$ cat src/rtl/norm_scheduler_pkg.sv
// Shared types and defaults for the ray-normalization scheduler.
package norm_scheduler_pkg;

    localparam int WIDTH = 16;

    typedef struct packed {
        logic [WIDTH-1:0] x;
        logic [WIDTH-1:0] y;
        logic [WIDTH-1:0] z;
    } RayDirection;

    localparam int NORM_NUM_REQ      = 4;
    localparam int NORM_MAX_INFLIGHT = 32;

endpackage

$ cat src/rtl/norm_tag_fifo.sv
// In-order tag FIFO holding the requester ID of every ray in the pipeline.
// Push and pop in the same cycle are accepted even when full.
module norm_tag_fifo
    import norm_scheduler_pkg::*;
#(
    parameter int DEPTH = NORM_MAX_INFLIGHT,
    parameter int DW    = 2
) (
    input  logic                     clk_i,
    input  logic                     reset_i,
    input  logic                     push_i,
    input  logic                     pop_i,
    input  logic [DW-1:0]            din_i,
    output logic [DW-1:0]            dout_o,
    output logic [$clog2(DEPTH):0]   count_o,
    output logic                     full_o,
    output logic                     empty_o
);

    localparam int AW = $clog2(DEPTH);

    logic [DW-1:0] mem_q [DEPTH];
    logic [AW-1:0] wr_ptr_q, wr_ptr_d;
    logic [AW-1:0] rd_ptr_q, rd_ptr_d;
    logic [AW:0]   count_q, count_d;
    logic          do_push, do_pop;

    assign full_o  = (count_q == (AW+1)'(DEPTH));
    assign empty_o = (count_q == '0);
    assign do_pop  = pop_i && !empty_o;
    // A simultaneous pop frees the slot being written, so a full FIFO may still accept.
    assign do_push = push_i && (!full_o || do_pop);
    assign dout_o  = mem_q[rd_ptr_q];
    assign count_o = count_q;

    // Pointer and occupancy next-state; pointers wrap naturally at DEPTH.
    always_comb begin
        wr_ptr_d = wr_ptr_q;
        rd_ptr_d = rd_ptr_q;
        count_d  = count_q;
        if (do_push) wr_ptr_d = wr_ptr_q + 1'b1;
        if (do_pop)  rd_ptr_d = rd_ptr_q + 1'b1;
        case ({do_push, do_pop})
            2'b10:   count_d = count_q + 1'b1;
            2'b01:   count_d = count_q - 1'b1;
            default: count_d = count_q;
        endcase
    end

    // Pointer and occupancy registers.
    always_ff @(posedge clk_i or posedge reset_i) begin
        if (reset_i) begin
            wr_ptr_q <= '0;
            rd_ptr_q <= '0;
            count_q  <= '0;
        end else begin
            wr_ptr_q <= wr_ptr_d;
            rd_ptr_q <= rd_ptr_d;
            count_q  <= count_d;
        end
    end

    // Tag storage; contents need no reset since occupancy gates every read.
    always_ff @(posedge clk_i) begin
        if (do_push) mem_q[wr_ptr_q] <= din_i;
    end

endmodule

$ cat src/rtl/norm_scheduler.sv
// Round-robin scheduler sharing one ray normalization pipeline among NUM_REQ
// ray-generator lanes. Results come back in issue order and are routed to the
// requester whose ID heads the tag FIFO.
module norm_scheduler
    import norm_scheduler_pkg::*;
#(
    parameter int NUM_REQ      = NORM_NUM_REQ,
    parameter int MAX_INFLIGHT = NORM_MAX_INFLIGHT,
    parameter int ID_W         = $clog2(NUM_REQ)
) (
    input  logic                            clk_i,
    input  logic                            reset_i,
    input  logic                            enable_i,
    input  logic [NUM_REQ-1:0]              req_valid_i,
    input  RayDirection [NUM_REQ-1:0]       req_ray_i,
    output logic [NUM_REQ-1:0]              req_ready_o,
    output logic                            norm_start_o,
    output RayDirection                     norm_ray_o,
    input  logic                            norm_valid_i,
    input  RayDirection                     norm_result_i,
    output logic [NUM_REQ-1:0]              rsp_valid_o,
    output RayDirection                     rsp_ray_o,
    output logic [ID_W-1:0]                 rsp_id_o,
    output logic [$clog2(MAX_INFLIGHT):0]   inflight_o,
    output logic                            err_unexpected_o
);

    localparam int CNT_W = $clog2(MAX_INFLIGHT) + 1;

    logic [ID_W-1:0]    rr_q, rr_d;
    logic               norm_start_q, norm_start_d;
    RayDirection        norm_ray_q, norm_ray_d;
    logic [NUM_REQ-1:0] rsp_valid_q, rsp_valid_d;
    RayDirection        rsp_ray_q, rsp_ray_d;
    logic [ID_W-1:0]    rsp_id_q, rsp_id_d;
    logic               err_q, err_d;

    logic               can_issue;
    logic               grant_hit;
    logic [ID_W-1:0]    grant_id;
    logic               pop;
    logic               fifo_full, fifo_empty;
    logic [ID_W-1:0]    head_id;
    logic [CNT_W-1:0]   fifo_count;

    // A same-cycle pop does not open a slot for this cycle's grant.
    assign can_issue = enable_i && !fifo_full && !reset_i;
    assign pop       = norm_valid_i && !fifo_empty;

    // Round-robin search for the first valid requester starting at rr_q.
    always_comb begin : arb
        int idx;
        idx       = 0;
        grant_hit = 1'b0;
        grant_id  = '0;
        if (can_issue) begin
            for (int k = 0; k < NUM_REQ; k++) begin
                idx = int'(rr_q) + k;
                if (idx >= NUM_REQ) idx = idx - NUM_REQ;
                if (!grant_hit && req_valid_i[ID_W'(idx)]) begin
                    grant_hit = 1'b1;
                    grant_id  = ID_W'(idx);
                end
            end
        end
    end

    assign req_ready_o = grant_hit ? (NUM_REQ'(1) << grant_id) : '0;

    // Issue, response routing and error next-state.
    always_comb begin
        rr_d         = rr_q;
        norm_start_d = grant_hit;
        norm_ray_d   = norm_ray_q;
        rsp_valid_d  = '0;
        rsp_ray_d    = rsp_ray_q;
        rsp_id_d     = rsp_id_q;
        err_d        = err_q;
        if (grant_hit) begin
            norm_ray_d = req_ray_i[grant_id];
            rr_d       = (grant_id == ID_W'(NUM_REQ - 1)) ? '0 : grant_id + 1'b1;
        end
        if (pop) begin
            rsp_valid_d = NUM_REQ'(1) << head_id;
            rsp_ray_d   = norm_result_i;
            rsp_id_d    = head_id;
        end
        // Results with no owner (e.g. stale data after a reset) are dropped and flagged.
        if (norm_valid_i && fifo_empty) err_d = 1'b1;
    end

    // Scheduler state registers.
    always_ff @(posedge clk_i or posedge reset_i) begin
        if (reset_i) begin
            rr_q         <= '0;
            norm_start_q <= 1'b0;
            norm_ray_q   <= '0;
            rsp_valid_q  <= '0;
            rsp_ray_q    <= '0;
            rsp_id_q     <= '0;
            err_q        <= 1'b0;
        end else begin
            rr_q         <= rr_d;
            norm_start_q <= norm_start_d;
            norm_ray_q   <= norm_ray_d;
            rsp_valid_q  <= rsp_valid_d;
            rsp_ray_q    <= rsp_ray_d;
            rsp_id_q     <= rsp_id_d;
            err_q        <= err_d;
        end
    end

    norm_tag_fifo #(
        .DEPTH (MAX_INFLIGHT),
        .DW    (ID_W)
    ) u_tag_fifo (
        .clk_i   (clk_i),
        .reset_i (reset_i),
        .push_i  (grant_hit),
        .pop_i   (pop),
        .din_i   (grant_id),
        .dout_o  (head_id),
        .count_o (fifo_count),
        .full_o  (fifo_full),
        .empty_o (fifo_empty)
    );

    assign norm_start_o     = norm_start_q;
    assign norm_ray_o       = norm_ray_q;
    assign rsp_valid_o      = rsp_valid_q;
    assign rsp_ray_o        = rsp_ray_q;
    assign rsp_id_o         = rsp_id_q;
    assign inflight_o       = fifo_count;
    assign err_unexpected_o = err_q;

endmodule

$ cat config.mk
export PLATFORM = sky130hd
export DESIGN_NAME = norm_scheduler
export DESIGN_NICKNAME = d
export VERILOG_FILES = /design/src/rtl/norm_scheduler_pkg.sv /design/src/rtl/norm_tag_fifo.sv /design/src/rtl/norm_scheduler.sv
export SDC_FILE = /design/constraint.sdc
export NUM_CORES = 1
export LEC_CHECK = 0
export ABC_AREA = 1
export CAP_MARGIN = 20
export CORE_AREA = 2 2 148 150
export CTS_CLUSTER_DIAMETER = 60
export CTS_CLUSTER_SIZE = 8
export DETAILED_ROUTE_END_ITERATION = 12
export DIE_AREA = 0 0 150 152
export HOLD_SLACK_MARGIN = 0.05
export PLACE_DENSITY = 0.9
export SLEW_MARGIN = 10
export SYNTH_ARGS = -nofsm -noshare
export SYNTH_HDL_FRONTEND = slang
export SYNTH_SLANG_ARGS = --single-unit
$ cat constraint.sdc
create_clock -name clk_i -period 18.31 [get_ports clk_i]
set_clock_uncertainty 0.2 [all_clocks]
set_input_delay 2.7465 -clock clk_i [delete_from_list [all_inputs] [get_ports clk_i]]
set_output_delay 2.7465 -clock clk_i [all_outputs]
set_load 0.05 [all_outputs]
==> reports/metrics.cfg <==
[finish]
antennaDiodeCount = 0
post-route-util = 0.685
syn_to_final_growth_pct = 41.0
nets = 1991
stdcell_area_mm2 = 0.0146
final_cell_mix = 509 x nand2_1, 361 x clkdlybuf4s50_1, 227 x inv_1
finalNonFillerCells = 2024
multiInputGateArea_mm2 = 0.00413
layout_commonest_cell = nand2_1
ff_latch_area_mm2 = 0.00497
fill_cells = 1677
drive_gt1_frac = 0.0344

[drt]
vias = 10300
wire_per_inst_um = 15.0
drt-met1-wl_um = 11100
ant_nets = 0
wirelength_um = 30300
drt_first_pass_iters = 7
detail_route.vias_per_cell = 5.08
wl_met3_um = 2430
drt-initial-drc-count = 710
wl_met2_um = 15900
drc = 0
routed.top_layer = met4

[logic_synthesis]
yosys.cell_types.count = 34
yosys_warnings = 0
async_reset_ff_frac = 0.656
synth_edf_count = 64
ys_ff_latch = 186
ys_seq_area_frac = 0.479
netlist_instances = 1421
syn_area_per_cell_um2 = 7.30
syn_area_mm2 = 0.0104
ys.flop_type = dfrtp_1
synth.net_count = 1681

[floorplan]
die_width_um = 150
die_area_mm2 = 0.0228
start_util = 0.486
ios = 362
num_rows = 54
die_h_um = 152
fp.coreArea_mm2 = 0.0214

[clock_network]
path_clk_slew_ns = 0.07
post_cts_resized = 0
post_cts_buffers = 0
h-tree-depth = 4
numCtsBuffers = 17
root_buffer = clkbuf_16
holdBufCountCts = 0
cts.sinks = 186
clk_latency_ns = 0.42
cts_tree = built
ctsLongestPathBuffers = 2

[worst_hold_path]
hp-class = reg2reg
whs_endpoint = norm_ray_o[46]
holdPathStages = 2
hp-start = norm_ray_o[46]

[worst_setup_path]
cp_max_fo = 74
critPathArrivalTime_ns = 7.21
worstPathCellList = clkdlybuf4s50_1 -> inv_4 -> nand2_1 -> a31oi_1 -> nand2_2 -> buf_4 -> inv_4 -> nand2_4 -> inv_1 -> ha_1 -> inv_1 -> nor2_1 -> clkdlybuf4s50_1
setup.worst_path.class = in2out
end_kind = output pin
regToRegSetupSlack_ns = 13.83
start_kind = input pin
cp_slowest_cell = clkdlybuf4s50_1
cp.required_ns = 15.36
regToRegEndpoint = u_tag_fifo.count_o[4]
reg2reg_depth = 16
slowest_delay_ns = 0.82
r2r-start = u_tag_fifo.count_o[0]

[power_and_ir_drop]
power_mw = 2.16
p_per_area_mw_per_mm2 = 148
comb_power_share = 0.533
p_int_mw = 1.11
power.leakage_nw = 7.32
ir_worst_vdd_v = 0.000130
netSwitchingPower_mw = 1.06
switching_share = 0.489
p_clk_frac = 0.175
seq_power_share = 0.293

[timing]
period_share = 0.555
hold_ws_ns = 0.280
fin_setup_tns_ns = 0
fin_ws_ns = 8.15
min_period_ns = 10.16
finalHoldViolations = 0
rsz0062_at_grt = no
slew_headroom = 0.297
drv_slew = 0
worst_pin_slew_ns = 1.05
setup_violations = 0
fmax_mhz = 98.4

[placed_design]
hpwl_um = 22400
numPlacedInstances = 1992
place.gp.congestion = 0.897
pre_cts_slack_ns = 8.12
dpl_cell_area_mm2 = 0.0140
portBuffers = 361

[grt]
grt_use_total = 0.263
antenna_found_initial = 0
overflow = 0
grt_pass1_vias = 9855
grt_pass1_wl_um = 47600
grt_max_degree = 98

[run]
maxCapViolCount = 0

[outcome]
status = finished clean

-- how the worst max path moves through the flow --
stage                       start             end
after floorplan           reset_i  req_ready_o[1]
after global placement    reset_i  req_ready_o[3]
after detailed placement  reset_i  req_ready_o[1]
after CTS                 reset_i  req_ready_o[1]
after global routing      reset_i  req_ready_o[3]
final                     reset_i  req_ready_o[1]
-- critical path, delay by kind of cell --
family                     cells  cell delay (ns)
buffers and inverters          7             3.43
adders and majority gates      1             0.28
and+or+nand+nor                4             0.40
AOI/OAI and AO/OA              1             0.25
-- flip-flops by register name (all words and copies together) (netlist names) --
register / flops
u_tag_fifo.mem_q: 64
norm_ray_o: 48
rsp_ray_o: 48
u_tag_fifo.count_o: 6
u_tag_fifo.rd_ptr_q: 5
u_tag_fifo.wr_ptr_q: 5
rsp_valid_o: 4
rr_q: 2
rsp_id_o: 2
err_unexpected_o: 1
norm_start_o: 1
-- cells in the mapped netlist, types with 2 or more instances --
library cell / n / area (um^2)
edfxtp_1: 64 / 1920
clkbuf_1: 29 / 109
nand2_1: 510 / 1910
nor3_1: 5 / 25.0
o21ai_1: 2 / 10.0
o21ai_0: 37 / 185
inv_2: 3 / 11.3
buf_2: 29 / 145
dfrtp_1: 122 / 3050
buf_1: 5 / 18.8
nand3_1: 214 / 1070
nor2_4: 2 / 22.5
a21oi_1: 4 / 20.0
nor2_1: 88 / 330
nand2_2: 7 / 43.8
ha_1: 12 / 150
xnor2_1: 3 / 26.3
buf_4: 5 / 37.5
o22ai_1: 8 / 50.1
buf_6: 10 / 113
xor2_1: 10 / 87.6
inv_1: 228 / 856
nand4_1: 6 / 37.5
o211ai_1: 8 / 60.1
-- cell families after synthesis --
| group | Yosys count | synth area share |
|---|---|---|
| AOI/OAI and AO/OA | 64 | 0.0351 |
| DFF | 186 | 0.479 |
| xor gates and xnor gates | 13 | 0.0110 |
| buffers and inverters | 310 | 0.125 |
| and+or+nand+nor | 836 | 0.335 |
| adders and majority gates | 12 | 0.0145 |
-- per-layer routing --
metal,up-vias,track usage
met4,0,0.0912
li1,5007,-
met5,-,0
met3,66,0.0613
met2,442,0.477
met1,4762,0.301
-- power groups by stage --
stage,sequential (mW),combinational [mW],clock [mW]
final,0.633,1.15,0.378
after CTS,0.632,1.15,0.385
after global routing,0.646,1.25,0.401
after detailed placement,0.636,1.15,0
after global placement,0.633,1.12,0
after floorplan,0.880,0.541,0
-- cell type report --
| class | count | area share |
|---|---|---|
| Multi-Input combinational cell | 925 | 0.282 |
| Inverter | 232 | 0.0600 |
| Timing Repair Buffer | 369 | 0.251 |
| Clock buffer | 18 | 0.0308 |
| Clock inverter | 14 | 0.0119 |
| Tap cell | 280 | 0.0240 |
| Sequential cell | 186 | 0.340 |
Note: power is estimated with default switching activity, not from simulation.
